**config.mk**
```make
export PLATFORM = sky130hd
export DESIGN_NAME = i2s_slave_rx
export DESIGN_NICKNAME = d
export VERILOG_FILES = /design/src/rtl/i2s_pkg.sv /design/src/rtl/i2s_sync_edge.sv /design/src/rtl/i2s_slave_rx.sv
export SDC_FILE = /design/constraint.sdc
export NUM_CORES = 1
export LEC_CHECK = 0
export CORE_MARGIN = 3
export CORE_UTILIZATION = 30
export DETAILED_ROUTE_END_ITERATION = 12
export PLACE_DENSITY = 0.53
export SYNTH_ARGS = -nofsm -noshare
export SYNTH_HDL_FRONTEND = slang
export SYNTH_SLANG_ARGS = --single-unit
```
**constraint.sdc**
```tcl
create_clock -name ck -period 3.2 [get_ports ck]
set_clock_uncertainty 0.05 [all_clocks]
set_input_delay 0.32 -clock ck [delete_from_list [all_inputs] [get_ports ck]]
set_output_delay 0.32 -clock ck [all_outputs]
set_load 0.005 [all_outputs]
```
**src/rtl/i2s_pkg.sv**
```systemverilog
// Shared I2S frame constants and lock-state encoding, common to the slave receiver
// and the master clock generator.
package i2s_pkg;

  localparam int unsigned FRAME_SLOTS = 64;
  localparam int unsigned HALF_SLOTS  = 32;

  typedef enum logic [1:0] {
    HUNT,
    ALIGN,
    LOCK
  } lock_state_e;

  function automatic logic in_window(logic [5:0] posn, logic [5:0] lo, logic [5:0] hi);
    return (posn >= lo) && (posn <= hi);
  endfunction

endpackage

```
**src/rtl/i2s_sync_edge.sv**
```systemverilog
// Multi-flop synchroniser for one asynchronous input, plus a one-cycle rising-edge pulse
// on the synchronised level.
module i2s_sync_edge #(
  parameter int unsigned SYNC_STAGES = 2
) (
  input  logic ck_i,
  input  logic rst_i,
  input  logic d_i,
  output logic level_o,
  output logic rise_o
);

  logic [SYNC_STAGES-1:0] sync_q, sync_d;
  logic                   prev_q, prev_d;

  always_comb begin
    sync_d = {sync_q[SYNC_STAGES-2:0], d_i};
    prev_d = sync_q[SYNC_STAGES-1];
  end

  always_ff @(posedge ck_i) begin
    if (rst_i) begin
      sync_q <= '0;
      prev_q <= 1'b0;
    end else begin
      sync_q <= sync_d;
      prev_q <= prev_d;
    end
  end

  assign level_o = sync_q[SYNC_STAGES-1];
  assign rise_o  = level_o & ~prev_q;

endmodule

```
**src/rtl/i2s_slave_rx.sv**
```systemverilog
// I2S slave receiver: recovers the 64-slot frame position from ws, captures left/right
// samples with the one-bit I2S delay and tracks frame lock.
module i2s_slave_rx
  import i2s_pkg::*;
#(
  parameter int unsigned WIDTH       = 16,
  parameter int unsigned SYNC_STAGES = 2
) (
  input  logic             ck,
  input  logic             rst,
  input  logic             sck,
  input  logic             ws,
  input  logic             sd,
  output logic [WIDTH-1:0] left,
  output logic [WIDTH-1:0] right,
  output logic             valid,
  output logic [5:0]       frame_posn,
  output logic             locked,
  output logic             err
);

  localparam logic [5:0] LastSlot   = 6'(FRAME_SLOTS - 1);
  localparam logic [5:0] MidSlot    = 6'(HALF_SLOTS - 1);
  localparam logic [5:0] LeftLast   = 6'(WIDTH);
  localparam logic [5:0] RightFirst = 6'(HALF_SLOTS + 1);
  localparam logic [5:0] RightLast  = 6'(HALF_SLOTS + WIDTH);

  logic sck_lvl, sck_rise;

  i2s_sync_edge #(
    .SYNC_STAGES(SYNC_STAGES)
  ) u_sck_sync (
    .ck_i   (ck),
    .rst_i  (rst),
    .d_i    (sck),
    .level_o(sck_lvl),
    .rise_o (sck_rise)
  );

  logic [SYNC_STAGES-1:0] ws_sync_q, ws_sync_d, sd_sync_q, sd_sync_d;
  logic                   ws_d_q, ws_d_d;
  logic [5:0]             posn_q, posn_d;
  logic [WIDTH-1:0]       left_sr_q, left_sr_d, right_sr_q, right_sr_d;
  logic [WIDTH-1:0]       left_q, left_d, right_q, right_d;
  logic                   valid_q, valid_d, err_q, err_d;
  lock_state_e            state_q, state_d;

  logic       ws_s, sd_s, tick, ws_fall, ws_rise, bad_edge;
  logic [5:0] posn_next;

  always_comb begin
    ws_sync_d = {ws_sync_q[SYNC_STAGES-2:0], ws};
    sd_sync_d = {sd_sync_q[SYNC_STAGES-2:0], sd};
  end

  assign ws_s      = ws_sync_q[SYNC_STAGES-1];
  assign sd_s      = sd_sync_q[SYNC_STAGES-1];
  assign tick      = sck_rise & sck_lvl;
  assign ws_fall   = tick & ws_d_q & ~ws_s;
  assign ws_rise   = tick & ~ws_d_q & ws_s;
  assign posn_next = ws_fall ? 6'd0 : posn_q + 6'd1;
  assign bad_edge  = (ws_fall && (posn_q != LastSlot)) || (ws_rise && (posn_q != MidSlot));

  // Capture windows use the post-tick position: slot 0 / 32 carry the previous LSB.
  always_comb begin
    ws_d_d     = ws_d_q;
    posn_d     = posn_q;
    left_sr_d  = left_sr_q;
    right_sr_d = right_sr_q;
    left_d     = left_q;
    right_d    = right_q;
    valid_d    = 1'b0;
    if (tick) begin
      ws_d_d = ws_s;
      posn_d = posn_next;
      if (in_window(posn_next, 6'd1, LeftLast)) begin
        left_sr_d = {left_sr_q[WIDTH-2:0], sd_s};
      end
      if (in_window(posn_next, RightFirst, RightLast)) begin
        right_sr_d = {right_sr_q[WIDTH-2:0], sd_s};
      end
      if (posn_next == RightLast) begin
        left_d  = left_sr_d;
        right_d = right_sr_d;
        valid_d = (state_q == LOCK);
      end
    end
  end

  // No frame reference exists in HUNT, so edges there are not reported as errors.
  always_comb begin
    state_d = state_q;
    err_d   = bad_edge && (state_q != HUNT);
    unique case (state_q)
      HUNT:    if (ws_fall) state_d = ALIGN;
      ALIGN:   if (!bad_edge && ws_fall) state_d = LOCK;
      LOCK:    if (bad_edge) state_d = ALIGN;
      default: state_d = HUNT;
    endcase
  end

  always_ff @(posedge ck) begin
    if (rst) begin
      ws_sync_q  <= '0;
      sd_sync_q  <= '0;
      ws_d_q     <= 1'b1;
      posn_q     <= '0;
      left_sr_q  <= '0;
      right_sr_q <= '0;
      left_q     <= '0;
      right_q    <= '0;
      valid_q    <= 1'b0;
      err_q      <= 1'b0;
      state_q    <= HUNT;
    end else begin
      ws_sync_q  <= ws_sync_d;
      sd_sync_q  <= sd_sync_d;
      ws_d_q     <= ws_d_d;
      posn_q     <= posn_d;
      left_sr_q  <= left_sr_d;
      right_sr_q <= right_sr_d;
      left_q     <= left_d;
      right_q    <= right_d;
      valid_q    <= valid_d;
      err_q      <= err_d;
      state_q    <= state_d;
    end
  end

  assign left       = left_q;
  assign right      = right_q;
  assign valid      = valid_q;
  assign frame_posn = posn_q;
  assign locked     = (state_q == LOCK);
  assign err        = err_q;

endmodule
```
==> results of run 1 <==
area by class of cell:
| cell class | instances | area (sq um) |
|---|---|---|
| flip-flops and latches | 81 | 1620 |
| fillers | 1021 | 6040 |
| multi-input cells | 198 | 1390 |
| repair buffers | 50 | 483 |
| clock inverters | 5 | 53.8 |
| clock buffers | 11 | 141 |
| inverters | 2 | 7.51 |
| well taps | 133 | 166 |
per-stage QoR:
stage / instances / setup slack [ns]
floorplan: 300 / 0.790
global placement: 464 / 0.842
detailed placement: 464 / 0.755
CTS: 480 / 0.736
global route: 480 / 0.592
finish: 480 / 0.749
power breakdown:
group	switching (mW)	internal, mW	total [mW]	leakage (nW)
clock network	0.356	0.381	0.737	0.103
logic	0.0259	0.0269	0.0528	0.501
registers	0.00311	1.01	1.02	0.654
total	0.385	1.42	1.81	1.26
layer usage:
| layer | wire (um) | part of all wire (%) | global-route usage [%] | up-vias |
|---|---|---|---|---|
| met5 | 0 | 0 | 0 | - |
| met4 | 79 | 1.3 | 4.15 | 0 |
| met3 | 222 | 3.6 | 3.48 | 7 |
| met2 | 2840 | 46 | 17.6 | 38 |
| met1 | 3070 | 49 | 14.5 | 1057 |
| li1 | - | - | - | 1123 |
path summary, 6_finish.rpt:
kind | to | slack [ns] | start | cells after the start
worst max-delay path | left_sr_q[10]$_SDFFE_PP0N_ | 0.75 | frame_posn[1]$_SDFFE_PP0N_ | 7
worst min-delay path | ws_sync_q[1]$_SDFF_PP0_ | 0.39 | ws_sync_q[0]$_SDFF_PP0_ | 1
worst max register to register | left_sr_q[10]$_SDFFE_PP0N_ | 0.75 | frame_posn[1]$_SDFFE_PP0N_ | 7
worst min register to register | ws_sync_q[1]$_SDFF_PP0_ | 0.39 | ws_sync_q[0]$_SDFF_PP0_ | 1
registers in the layout, summed over array words and instances (netlist names):
name               cells
left                  16
left_sr_q             16
right                 16
right_sr_q            15
frame_posn             6
sd_sync_q              2
state_q                2
u_sck_sync.sync_q      2
ws_sync_q              2
err                    1
u_sck_sync.prev_q      1
valid                  1
ws_d_q                 1
synthesized netlist by cell type, types with 2 or more instances:
library cell,n
o21ai_1,22
buf_2,5
clkbuf_1,10
dfxtp_1,81
nor2_1,12
nand2b_1,35
nor3_4,2
nand3b_1,33
buf_1,2
mux2i_1,31
nand2_1,9
inv_1,2
nor3_1,3
buf_8,2
o21ai_0,16
nand3_1,3
nor2b_1,9
a21oi_1,5
critical path, stage by stage (launching register included):
cell	delay, ns
dfxtp_1	0.44
ha_1	0.29
or4b_1	0.49
o22ai_2	0.25
xor2_2	0.16
nor4_4	0.16
buf_4	0.31
mux2i_1	0.22
kinds of logic (layout without fill, tap and decap cells):
| group | after synthesis | after routing | synth area share [%] |
|---|---|---|---|
| buffers and inverters | 21 | 68 | 3.47 |
| AO/OA/AOI/OAI | 50 | 50 | 8.99 |
| flip-flops | 81 | 81 | 52.2 |
| XOR/XNOR | 3 | 3 | 1.09 |
| AND/OR/NAND/NOR | 113 | 113 | 23.8 |
| adder cells (fa/ha/maj) | 1 | 1 | 0.403 |
| multiplexers | 31 | 31 | 10.0 |
==> results by group, run 1 <==
Setup path
  • CP Capture Type: flop
  • CP startpoint kind: flop
  • Peak fanout along the critical path: 16
  • CP required: roughly 3.4 ns
  • Critical Path AT: between 2 and 3 ns
  • CP Class: flop to flop

Synth
  • Post-Syn Area per Cell: ~10 sq um
  • Ys flop type: dfxtp_1
  • Synth Instances: 300
  • Synth top area cells: dfxtp_1 (52%), mux2i_1 (10%), nand3b_1 (8.0%)
  • Post-synth ARST share: 0%
  • Sequential share of the synthesized area: between 50% and 60%
  • Yosys top cell by area: dfxtp_1
  • Yosys Warn Count: 0
  • Post-synthesis register bit count: 81
  • Post-synthesis cell type count: 36
  • Yosys top cell area share: 52.2%
  • Post-synth EDFFs: 0
  • Syn nets: about 300
  • Mapped Area: around 3100 sq um

GRT
  • Total gr overflow: 0
  • First-pass GRT wire length: 10500 um
  • GRT Total Usage: ~11%
  • Initial antenna violation count: 0
  • Vias in the first global route: between 2000 and 2500
  • Largest net degree at the start of global routing: between 60 and 70

Detailed routing
  • Detail Route Antenna Nets: 0
  • First drt pass iteration count: 4
  • Residual DRC count: 0
  • Starting DRT DRC Count: 51
  • Final WL: ~6200 um
  • Post-DR vias/cell: approximately 4.6
  • Wire per inst: ~13 um
  • Via Count: ~2200

Run
  • Maxcap violations: 0

Clock network
  • Reg clk slew, reported paths: approximately 0.080 ns
  • TritonCTS clock tree: done
  • Root Driver: clkbuf_8
  • Clk sinks: just over 80
  • Hold_buf cts: 0
  • Setup repair bufs after CTS: 0
  • Clk_lat worst skew: ~0.34 ns
  • CTS Buf Count: 9
  • Post-CTS sizing: 0
  • Max H-tree Level: 3
  • CTS Buffer Depth: 2

Power and ir drop
  • Pleak: about 1.3 nW
  • Peak supply drop: between 0.2 and 0.25 mV
  • PwrDens: between 400 and 500 nW/um^2
  • Pwr Total: ~1.8 mW

STA
  • Fin Setup TNS: 0 ns
  • Max Fclk: between 0.4 and 0.5 GHz
  • Rel. slew slack: 56.4%
  • Worst-Margin Slew: 0.654 ns
  • Final Slew Violations: 0
  • Period utilization: 76.6%
  • Unrepaired setup endpoints after global routing: false
  • Hold Fails Final Rpt: 0
  • Endpoints failing setup: 0
  • Final min period: 2.45 ns
  • WHS: between 0.3 and 0.4 ns

Layout
  • # diodes: 0
  • Design area: between 3000 and 4000 sq um
  • Final Core Density: approximately two fifths
  • Area grow syn2layout: 24.5%
  • Commonest non-fill, non-tap cell in the layout: dfxtp_1
  • Layout cells sized above 1: approximately 8%
  • Commonest cells after routing, fill and taps aside: dfxtp_1 (81), clkdlybuf4s50_1 (44), nand2b_1 (35)
  • Fin nets: ~350

Placed design
  • Detailed placement HPWL: roughly 4000 um
  • Post-DP Area: approximately 3700 sq um
  • IO buf count: 45
  • GP Congestion: about 0.74

Die
  • Die X: about 110 um
  • Chip height: between 100 and 150 um
  • Full die area: approximately 12000 sq um
  • Core outline area: approximately 9900 sq um
  • # IOs: 46
  • Row count: 36
  • Starting Density: around 31%

Worst hold path
  • HP Class: flop to flop

Run status
  • Status: finished clean
(Power assumes the default switching activity.)
==> run 2: changes to the inputs <==
PLACE_DENSITY = 0.55   (was 0.53)
clock period = 2 ns   (was 3.2 ns; I/O delays follow)
==> run 2 against run 1 <==
The run now ends with setup timing left. Sequential share of layout area down 2.8 points. Sequential cell count unchanged. Critical path depth up 1. First-iteration DRC count up 51%. Critical endpoint is now left_sr_q[6]$_SDFFE_PP0N_.
==> results by group, run 2 (synthesis results as in run 1) <==
Run status
  • Status: finished with violations
  • Violated checks: setup timing

STA
  • Final Slew Violations: 0 (unchanged)
  • Unrepaired setup endpoints after global routing: true
  • Worst-Margin Slew: 0.337 ns (-0.316 ns)
  • Hold Fails Final Rpt: 0 (unchanged)
  • Rel. slew slack: 77.4% (+21 points)
  • WHS: 0.273 ns (-0.120 ns)
  • Final min period: 2.15 ns (-0.303 ns)
  • Period utilization: 107% (+31 points)
  • Endpoints failing setup: 64 (+64)
  • Worst setup margin: -0.148 ns (-0.897 ns)
  • Max Fclk: 0.466 GHz (+14%)

Detailed routing
  • Detail Route Antenna Nets: 0 (unchanged)
  • Via Count: 2262 (+1.7%)
  • Post-DR vias/cell: 4.53 (-2.2%)
  • Starting DRT DRC Count: 77 (+51%)
  • Residual DRC count: 0 (unchanged)
  • Final WL: 6520 um (+5.0%)
  • First drt pass iteration count: 5 (+1)
  • Wire per inst: 13.1 um (+1.0%)

Die
  • Full die area: 11600 sq um (unchanged)
  • Starting Density: 31.3% (unchanged)
  • Chip height: 108 um (unchanged)
  • Die X: 108 um (unchanged)
  • Core outline area: 9910 sq um (unchanged)
  • # IOs: 46 (unchanged)
  • Row count: 36 (unchanged)

Placed design
  • GP Congestion: 0.772 (+4.3%)
  • IO buf count: 45 (unchanged)
  • Detailed placement HPWL: 3910 um (-2.8%)
  • Pre-CTS WS: -0.201 ns (-0.956 ns)

GRT
  • Vias in the first global route: 2238 (+3.9%)
  • Total gr overflow: 0 (unchanged)
  • First-pass GRT wire length: 10400 um (-1.1%)
  • Initial antenna violation count: 0 (unchanged)
  • GRT Total Usage: 11.3% (+0.059 points)
  • Largest net degree at the start of global routing: 83 (+26%)

Layout
  • # diodes: 0 (unchanged)
  • Final Core Density: 42.0% (+3.0 points)
  • Fillcell total: 1013 (-0.78%)
  • Commonest non-fill, non-tap cell in the layout: dfxtp_1
  • Area grow syn2layout: 34.0%
  • Layout cells sized above 1: 14.2% (+6.1 points)
  • Fin nets: 367 (+5.5%)
  • Commonest cells after routing, fill and taps aside: dfxtp_1 (79), clkdlybuf4s50_1 (44), nand2b_1 (35)

Setup path
  • Slowest stage delay, CP: 0.49 ns (about the same)
  • CP startpoint kind: flop
  • CP Capture Type: flop
  • Slowest CP cell: or4b_4
  • R2R depth: 8 (+1)
  • Worst path cell trace: ha_4 > or4b_4 > o22ai_4 > xor2_2 > nor4_4 > buf_4 > clkbuf_16 > mux2i_1
  • Peak fanout along the critical path: 8 (-8)
  • CP Class: flop to flop
  • Critical Path AT: 2.33 ns (-0.34 ns)
  • CP required: 2.18 ns (-1.24 ns)

Power and ir drop
  • Pleak: 1.40 nW (+12%)
  • Peak supply drop: 0.357 mV (+62%)
  • PwrDens: 673 nW/um^2 (+44%)
  • Pwr Total: 2.80 mW (+55%)

Clock network
  • Reg clk slew, reported paths: 0.08 ns (about the same)
  • TritonCTS clock tree: done
  • Clk sinks: 81 (unchanged)
  • Max H-tree Level: 3 (unchanged)
  • CTS Buf Count: 9 (unchanged)
  • Root Driver: clkbuf_8
  • CTS Buffer Depth: 2 (unchanged)
  • Clk_lat worst skew: 0.34 ns (about the same)

Worst hold path
  • HP Class: primary input to flop
  • Hold path cells: 3 (+2)

Run
  • Maxcap violations: 0 (unchanged)
==> run 2: changes by cell type in the layout (fill, tap and decap cells not counted), sizes merged <==
| cell | delta |
|---|---|
| clkinv | +2 |
| bufinv | -1 |
| clkbuf | +4 |
| buf | +14 |
==> run 2: worst paths after layout <==
check	from	end	slack, ns
setup / recovery	frame_posn[0]$_SDFFE_PP0N_	left_sr_q[6]$_SDFFE_PP0N_	-0.15
hold / removal	rst	frame_posn[4]$_SDFFE_PP0N_	0.27
setup reg to reg	frame_posn[0]$_SDFFE_PP0N_	left_sr_q[6]$_SDFFE_PP0N_	-0.15
hold reg to reg	u_sck_sync.sync_q[0]$_SDFF_PP0_	u_sck_sync.sync_q[1]$_SDFF_PP0_	0.39
==> run 2: final cells by class <==
class	instances	area [sq um]	share of cell area, %
clock buffers	10	138	3.31
flip-flops and latches	81	1630	39.1
repair buffers	69	764	18.4
clock inverters	6	41.3	0.992
well taps	133	166	4.00
multi-input cells	198	1420	34.0
inverters	2	7.51	0.180
==> run 2: power breakdown <==
| group | switching, mW | internal (mW) | leakage, nW | total [mW] |
|---|---|---|---|---|
| combinational | 0.0430 | 0.0509 | 0.652 | 0.0939 |
| clock | 0.595 | 0.487 | 0.0964 | 1.08 |
| sequential | 0.00499 | 1.62 | 0.655 | 1.62 |
| total | 0.643 | 2.16 | 1.40 | 2.80 |
==> run 2: layer usage <==
layer,vias to the layer above,wire length (um),track usage (%)
met5,-,0,0
met4,0,141,5.68
met3,10,208,2.82
met2,38,3080,18.0
met1,1049,3090,14.2
li1,1165,-,-
==> run 2: worst max-delay path, delay by kind of cell (launching register included) <==
family,cells,cell delay (ns)
flip-flops,1,0.35
buffers and inverters,2,0.31
AO/OA/AOI/OAI,1,0.17
XOR/XNOR,1,0.27
AND/OR/NAND/NOR,2,0.55
adder cells (fa/ha/maj),1,0.23
multiplexers,1,0.11
==> run 2: timing repair <==
| item | in CTS | in global routing |
|---|---|---|
| hold buffers | 0 | 0 |
| resized for setup | 4 | 9 |
| pin swaps | 1 | 0 |
| setup buffers | 2 | 3 |
| gates cloned | 2 | 4 |
| endpoints found under the setup margin | 63 | 64 |
==> run 2: metrics by stage <==
| step | cells | instance area [sq um] | setup TNS (ns) |
|---|---|---|---|
| after global routing | 499 | 4160 | -11.07 |
| final | 499 | 4160 | -6.74 |
| after detailed placement | 473 | 3810 | -7.09 |
| after floorplan | 300 | 3120 | -7.70 |
| after CTS | 493 | 4060 | -7.13 |
| after global placement | 473 | 3810 | -5.52 |
==> run 3: changes to the inputs <==
CORE_ASPECT_RATIO = 1.1   (was unset)
PLACE_DENSITY = 0.53   (was 0.55)
SKIP_LAST_GASP = 1   (was unset)
clock period = 2.1 ns   (was 2 ns; I/O delays follow)
==> run 3 against run 2 <==
Largest power group unchanged. The run still ends with setup timing left. Critical path depth decreased by 1. Sequential share of layout area increased by 1.2 points. Fmax decreased by 1.7%.
==> results by group, run 3 (synthesis results as in run 1) <==
Run status
  • Status: finished with violations
  • Violated checks: setup timing

Layout
  • Fin nets: 358 (-2.5%)
  • # diodes: 0 (unchanged)
  • Sequential Area: 1630 sq um (unchanged)
  • Fillcell total: 981 (-3.2%)
  • Final Core Density: 40.4% (-1.6 points)
  • Multi-input gate area: 1420 sq um (unchanged)
  • Layout cells sized above 1: 12.0% (-2.2 points)
  • Post-Layout Cell Count: 477 (-4.4%)
  • Area grow syn2layout: 30.0%
  • Commonest non-fill, non-tap cell in the layout: dfxtp_1
  • Commonest cells after routing, fill and taps aside: dfxtp_1 (79), clkdlybuf4s50_1 (44), nand2b_1 (35)

Placed design
  • GP Congestion: 0.753 (-2.4%)
  • Detailed placement HPWL: 4100 um (+4.8%)
  • Placed insts: 459 (-3.0%)
  • IO buf count: 45 (unchanged)

Clock network
  • Root Driver: clkbuf_8
  • Clk sinks: 81 (unchanged)
  • Clk_lat worst skew: 0.35 ns (about the same)
  • Reg clk slew, reported paths: 0.09 ns (about the same)
  • CTS Buffer Depth: 2 (unchanged)
  • TritonCTS clock tree: done
  • Max H-tree Level: 3 (unchanged)
  • CTS Buf Count: 9 (unchanged)

Setup path
  • Reg2reg start: frame_posn[0]$_SDFFE_PP0N_
  • CP Class: flop to flop
  • Peak fanout along the critical path: 8 (unchanged)
  • CP Capture Type: flop
  • R2R depth: 7 (-1)
  • CP required: 2.33 ns (+0.15 ns)
  • CP startpoint kind: flop
  • Register-to-Register Setup Slack: -0.09 ns (+0.06 ns)
  • RR Endpoint: left_sr_q[8]$_SDFFE_PP0N_
  • Critical Path AT: 2.41 ns (+0.08 ns)

STA
  • Unrepaired setup endpoints after global routing: true
  • Worst setup margin: -0.0850 ns (+0.0630 ns)
  • Worst-Margin Slew: 0.621 ns (+0.283 ns)
  • Final Slew Violations: 0 (unchanged)
  • Final min period: 2.19 ns (+0.0370 ns)
  • Period utilization: 104% (-3.4 points)
  • Rel. slew slack: 58.6% (-19 points)
  • Endpoints failing setup: 21 (-67%)
  • Max Fclk: 0.458 GHz (-1.7%)
  • Hold Fails Final Rpt: 0 (unchanged)

Die
  • Full die area: 11600 sq um (about the same)
  • # IOs: 46 (unchanged)
  • Starting Density: 31.1% (-0.24 points)
  • Die X: 103 um (-4.4%)
  • Row count: 38 (+5.6%)
  • Chip height: 113 um (+4.6%)
  • Core outline area: 9980 sq um (+0.76%)

Detailed routing
  • First drt pass iteration count: 4 (-1)
  • Residual DRC count: 0 (unchanged)
  • Starting DRT DRC Count: 64 (-17%)
  • Detail Route Antenna Nets: 0 (unchanged)
  • Via Count: 2224 (-1.7%)
  • Final WL: 6220 um (-4.6%)
  • Post-DR vias/cell: 4.66 (+2.9%)
  • Wire per inst: 13.0 um (-0.23%)

Power and ir drop
  • NetSw: 0.645 mW (+0.40%)
  • Internal power: 2.15 mW (-0.29%)
  • Clock power share: 41.4% (+2.8 points)
  • PwrDens: 693 nW/um^2 (+3.0%)
  • Sw frac: 23.1% (+0.12 points)
  • Power share of the combinational group: 3.3% (about the same)
  • Peak supply drop: 0.287 mV (-20%)
  • Flop pwr share: 55.3% (-2.7 points)
  • Pleak: 1.33 nW (-5.2%)

GRT
  • GRT Total Usage: 11.5% (+0.15 points)
  • Total gr overflow: 0 (unchanged)
  • Met3 Use GR: 3.11% (+0.29 points)
  • Met1 Track Usage GR: 15.1% (+0.92 points)
  • Largest net degree at the start of global routing: 44 (-47%)
  • Vias in the first global route: 2192 (-2.1%)
  • First-pass GRT wire length: 10600 um (+1.2%)
  • Initial antenna violation count: 0 (unchanged)
  • Most Crowded Layer GR: met2
  • Met2 usage: 17.6% (-0.35 points)

Worst hold path
  • HP Class: primary input to flop
  • Hold Startpoint: rst
  • Hold path cells: 2 (-1)
  • Hold EP: sd_sync_q[1]$_SDFF_PP0_

Run
  • Maxcap violations: 0 (unchanged)
==> run 3: changes by cell type in the layout (fill, tap and decap cells not counted) <==
| cell | delta |
|---|---|
| bufinv_16 | +1 |
| clkbuf_16 | -4 |
| inv_8 | +1 |
| clkinvlp_4 | +3 |
| clkinv_4 | -2 |
| clkbuf_4 | -1 |
| clkbuf_8 | -1 |
| bufbuf_16 | +1 |
| buf_8 | -1 |
| clkinv_2 | -2 |
| buf_6 | -3 |
| o21ai_1 | -5 |
| buf_4 | -1 |
| o21ai_0 | +5 |
==> run 3: routing by layer <==
layer | wire, um | share of wire [%]
met1 | 3040 | 49
met2 | 2890 | 46
met3 | 191 | 3.1
met4 | 99 | 1.6
met5 | 0 | 0
==> run 3: cell type report <==
type	instances	share of cell area, %
repair buffers	60	15.7
clock inverters	7	1.92
multi-input cells	198	35.1
flip-flops and latches	81	40.3
clock buffers	9	3.07
well taps	120	3.72
inverters	2	0.186
==> run 3: worst max path at each step <==
stage,startpoint,to,depth (start not counted)
6_report,frame_posn[0]$_SDFFE_PP0N_,left_sr_q[8]$_SDFFE_PP0N_,7
5_1_grt,frame_posn[0]$_SDFFE_PP0N_,left_sr_q[8]$_SDFFE_PP0N_,7
4_1_cts,frame_posn[0]$_SDFFE_PP0N_,left_sr_q[8]$_SDFFE_PP0N_,7
3_5_place_dp,frame_posn[0]$_SDFFE_PP0N_,left_sr_q[12]$_SDFFE_PP0N_,7
3_3_place_gp,frame_posn[0]$_SDFFE_PP0N_,left_sr_q[9]$_SDFFE_PP0N_,7
2_1_floorplan,frame_posn[0]$_SDFFE_PP0N_,left_sr_q[5]$_SDFFE_PP0N_,7
==> run 3: critical path, cell delays in order (launching register included) <==
cell and delay (ns):
dfxtp_4 0.36, ha_4 0.23, or4b_4 0.49, o22ai_4 0.18
xor2_2 0.15, nor4_4 0.18, bufbuf_16 0.32, mux2i_1 0.17
==> run 3: what timing repair did <==
| action | CTS | global route |
|---|---|---|
| setup endpoints to repair | 32 | 64 |
| gates resized for setup | 2 | 0 |
| hold buffers | 0 | 0 |
| cloned | 1 | 0 |
| setup buffers | 2 | 0 |
==> run 3: power by group through the flow <==
stage | clock network, mW | registers, mW | logic (mW)
final | 1.16 | 1.55 | 0.0917
after global routing | 1.27 | 1.55 | 0.0994
after CTS | 1.20 | 1.55 | 0.0945
after detailed placement | 0 | 1.58 | 0.0891
after global placement | 0 | 1.58 | 0.0885
after floorplan | 0 | 1.58 | 0.0620
==> run 3: per-stage QoR <==
step           TNS [ns]  power, mW  instance area, sq um  setup WS [ns]  hold slack (ns)
5_1_grt           -5.42       2.92                  4040         -0.162            0.361
2_1_floorplan     -3.56       1.64                  3120         -0.223            0.288
3_5_place_dp      -2.24       1.67                  3790         -0.111            0.383
3_3_place_gp      -1.55       1.67                  3790        -0.0580            0.368
4_1_cts           -1.33       2.84                  4060        -0.0868            0.339
6_report         -0.905       2.80                  4040        -0.0850            0.348
